--- config.mk ---
export PLATFORM = sky130hd
export DESIGN_NAME = param_updown_counter
export DESIGN_NICKNAME = d
export VERILOG_FILES = /design/src/rtl/param_updown_counter.sv
export SDC_FILE = /design/constraint.sdc
export NUM_CORES = 1
export LEC_CHECK = 0
export BUFFER_PORTS_ARGS = -buffer_cell sky130_fd_sc_hd__buf_2
export CORE_AREA = 3 3 40 42
export DETAILED_ROUTE_END_ITERATION = 6
export DIE_AREA = 0 0 43 45
export PLACE_DENSITY = 0.53
export SYNTH_ARGS = -nofsm -noshare
export SYNTH_HDL_FRONTEND = slang
export SYNTH_SLANG_ARGS = --single-unit
--- constraint.sdc ---
create_clock -name clk -period 2.4 [get_ports clk]
set_input_delay 0.24 -clock clk [delete_from_list [all_inputs] [get_ports clk]]
set_output_delay 0.24 -clock clk [all_outputs]
set_load 0.05 [all_outputs]
--- src/rtl/param_updown_counter.sv ---
// Parameterised up/down counter with parallel load, terminal-count flag and sticky overflow.
// Define PARAM_UPDOWN_COUNTER_SAT_EN to saturate at the end points instead of wrapping.
module param_updown_counter #(
    parameter int unsigned          WIDTH   = 4,
    parameter logic [WIDTH-1:0]     MAX_VAL = {WIDTH{1'b1}}
) (
    input  logic             clk,
    input  logic             rst,
    input  logic             en,
    input  logic             up_dn,
    input  logic             load,
    input  logic [WIDTH-1:0] load_val,
    input  logic             clr_ovf,
    output logic [WIDTH-1:0] count,
    output logic             tc,
    output logic             ovf
);

    localparam logic [WIDTH-1:0] ZERO = {WIDTH{1'b0}};
    localparam logic [WIDTH-1:0] ONE  = {{(WIDTH-1){1'b0}}, 1'b1};

    logic [WIDTH-1:0] count_q;
    logic [WIDTH-1:0] count_d;
    logic             ovf_q;
    logic             ovf_d;
    logic             tc_s;

    // Terminal count: an enabled step that would cross an end point; rst deliberately not involved.
    always_comb begin
        tc_s = 1'b0;
        if (en && !load) begin
            if (up_dn) begin
                tc_s = (count_q == MAX_VAL);
            end else begin
                tc_s = (count_q == ZERO);
            end
        end else begin
            tc_s = 1'b0;
        end
    end

    // Next count: load (clamped) beats enable, which beats hold.
    always_comb begin
        count_d = count_q;
        if (load) begin
            if (load_val > MAX_VAL) begin
                count_d = MAX_VAL;
            end else begin
                count_d = load_val;
            end
        end else if (en) begin
            if (tc_s) begin
`ifdef PARAM_UPDOWN_COUNTER_SAT_EN
                count_d = count_q;
`else
                count_d = up_dn ? ZERO : MAX_VAL;
`endif
            end else if (up_dn) begin
                count_d = count_q + ONE;
            end else begin
                count_d = count_q - ONE;
            end
        end else begin
            count_d = count_q;
        end
    end

    // Sticky overflow: a wrap/saturation on this edge overrides a simultaneous clear.
    always_comb begin
        ovf_d = ovf_q;
        if (tc_s) begin
            ovf_d = 1'b1;
        end else if (clr_ovf) begin
            ovf_d = 1'b0;
        end else begin
            ovf_d = ovf_q;
        end
    end

    // State registers with synchronous active-low reset.
    always_ff @(posedge clk) begin
        if (!rst) begin
            count_q <= ZERO;
            ovf_q   <= 1'b0;
        end else begin
            count_q <= count_d;
            ovf_q   <= ovf_d;
        end
    end

    assign count = count_q;
    assign ovf   = ovf_q;
    assign tc    = tc_s;

endmodule
==> flow_summary.ini <==
[synthesis]
synth-compound-area-share = 0.248
netlist_instances = 48
synth_area_leaders = dfxtp_1 26%, nand2_1 6.8%, ha_1 6.5%
synth_simple_gate_area_share = 0.274
synthMuxAreaShare = 0.0290
synthAdderAreaFrac = 0.116
synth_top_family_by_area = simple AND/OR/NAND/NOR gates
synth-warning-count = 0
synth_top_cell_by_area = dfxtp_1
synth_seq_area_share = 0.258
ys_ff_latch = 5
syn_nets = 61
syn-mean-instance-area_um2 = 8.08
netlist_area_um2 = 388
synth_top_area_share = 0.258
synthDistinctLibCells = 24
synthXorXnorAreaFrac = 0.0452

[setup_path]
critPathTopFamily = simple AND/OR/NAND/NOR gates
worst-setup-path-type = reg2out
cp.arrival_ps = 1760
start_kind = flop
crit_slowest_cell = nor4_1
cp.required_ps = 2160
endpoint_kind = output pin
path_cells = nor4_1 -> mux2_2 -> and2_1 -> buf_2
crit_path_max_incr_delay_ps = 460
crit_buf_inv = 1
path_max_fanout = 6

[placed_design]
port_buffers = 15
dp_slack_ps = 454
place_inst = 77
gp_congestion = 0.721
dp_hpwl_um = 704

[run]
cap_violations = 0

[routing]
via_per_inst = 4.95
antenna_left = 0
routed.top_layer = met3
drt-met1-wl_um = 387
drc = 0
routed_wl_um = 865
drt-pass1-iter-count = 2
wl_met3_um = 44
wl_met2_um = 434
via_count = 401
wl_per_cell_um = 10.7
drt_iter0_drc = 8

[power]
power-per-cell-area_nw_per_um2 = 576
leakage_nw = 0.243
power_switching_w = 0.000101
p_sw_frac = 0.349
power_frac_comb = 0.323
clkPwrFrac = 0.334
peakVddDrop_v = 0.000317
seq_power_share = 0.343
p_int_w = 0.000189

[die]
initial_core_util = 0.302
die_h_um = 45
dieArea_um2 = 1940
io_pins = 16
rows = 13
fp.dieW_um = 43
design.core.area_um2 = 1280

[clocking]
htreeDepth = 1
cts.repair.resized = 0
worstSkewPairLatency_ps = 240
root_buffer = clkbuf_4
cts_buffer_depth = 2
post_cts_buffers = 0
cts_tree = built
postCtsHoldBufs = 0
cts_sinks = 5
clk_pin_slew_ps = 50
cts_buffers = 3

[global_routing]
grt_max_degree = 11
grt_pass1_vias = 330
grt_overflow_total = 0
track_usage = 0.0966
grt_pass1_wl_um = 1440
antenna_found_initial = 0

[sta]
fin_skew_ps = 5.43
fin_crit_ps = 2000
setup_viol = 0
fin_crit_sh = 0.834
finalHoldViolCount = 0
slew_headroom = 0.706
drv_slew = 0
rsz0062_at_grt = false
tightestPinTransition_ps = 437
timing.final.ws_setup_ps = 398
fmax_ghz = 0.499
setup_tns_ps = 0

[cells_and_area]
final_cells = 81
area_delta_synth_final_pct = 30.0
mostFrequentLayoutCells = 15 x buf_2, 7 x nand2_1, 5 x dfxtp_1
nets = 80
drive_gt1_frac = 0.318
layout_commonest_cell = buf_2
diodes = 0

[run_status]
status = finished clean

[worst_hold_path]
hold_class = in2reg
power groups by stage:
stage,Clock [W],Combinational [W],Sequential [W]
2_1_floorplan,0,0.0000474,0.000122
3_3_place_gp,0,0.0000930,0.000102
3_5_place_dp,0,0.0000944,0.000101
4_1_cts,0.000104,0.0000948,0.0000999
5_1_grt,0.000109,0.000103,0.000101
6_report,0.0000972,0.0000938,0.0000997
worst register-to-register path, cell delays in order (launching register included):
cell and delay, ps:
dfxtp_1 390, ha_1 290, and3_4 190, or3_1 360, a221o_1 330, a31oi_1 160
state kept, by name, summed over array words and instances, names as in the netlist:
register,count
ovf,1
count,4
path summary, 6_finish.rpt:
path            start       end  cells after the start  slack (ps)
min               rst  count[1]                      2         270
max reg2reg  count[2]  count[3]                      5         610
min reg2reg       ovf       ovf                      2         590
max          count[0]        tc                      4         400
cells in the mapped netlist (all sizes together):
cell and n:
mux2 1, and4 1, nor2b 2, xor2 1, or3 1, nand2 7
o21ai 4, fa 1, a221o 1, a21oi 4, a21o 1, dfxtp 5
nand2b 1, and2 3, nor4 1, inv 2, ha 2, nand3 2
clkbuf 1, and3 1, o21a 3, xnor2 1, a31oi 1, o311ai 1
cell type report:
type | count | area (um2)
flip-flops and latches | 5 | 100
multi-input cells | 40 | 277
repair buffers | 15 | 75.1
well taps | 15 | 18.8
fillers | 138 | 781
clock buffers | 4 | 26.3
inverters | 2 | 7.51
routing by layer:
| metal | GRT usage | vias up |
|---|---|---|
| met5 | 0 | - |
| met4 | 0 | 0 |
| met3 | 0.0518 | 0 |
| met2 | 0.159 | 9 |
| met1 | 0.120 | 178 |
| li1 | - | 214 |
kinds of logic (layout without fill, tap and decap cells):
family | Yosys count | count (layout)
AOI/OAI and AO/OA | 15 | 15
xor gates and xnor gates | 2 | 2
adders and majority gates | 3 | 3
buffers and inverters | 3 | 21
DFF | 5 | 5
muxes | 1 | 1
and+or+nand+nor | 19 | 19
through the flow:
step / instance area (um2) / util / hold slack, ps / total power, W
2_1_floorplan: 388 / - / 357 / 0.000170
5_1_grt: 504 / 0.392 / 271 / 0.000313
4_1_cts: 504 / 0.392 / 263 / 0.000299
3_5_place_dp: 478 / 0.372 / 520 / 0.000196
3_3_place_gp: 478 / 0.372 / 515 / 0.000195
6_report: 504 / 0.392 / 272 / 0.000291
Power figures use the tool's default switching activity.
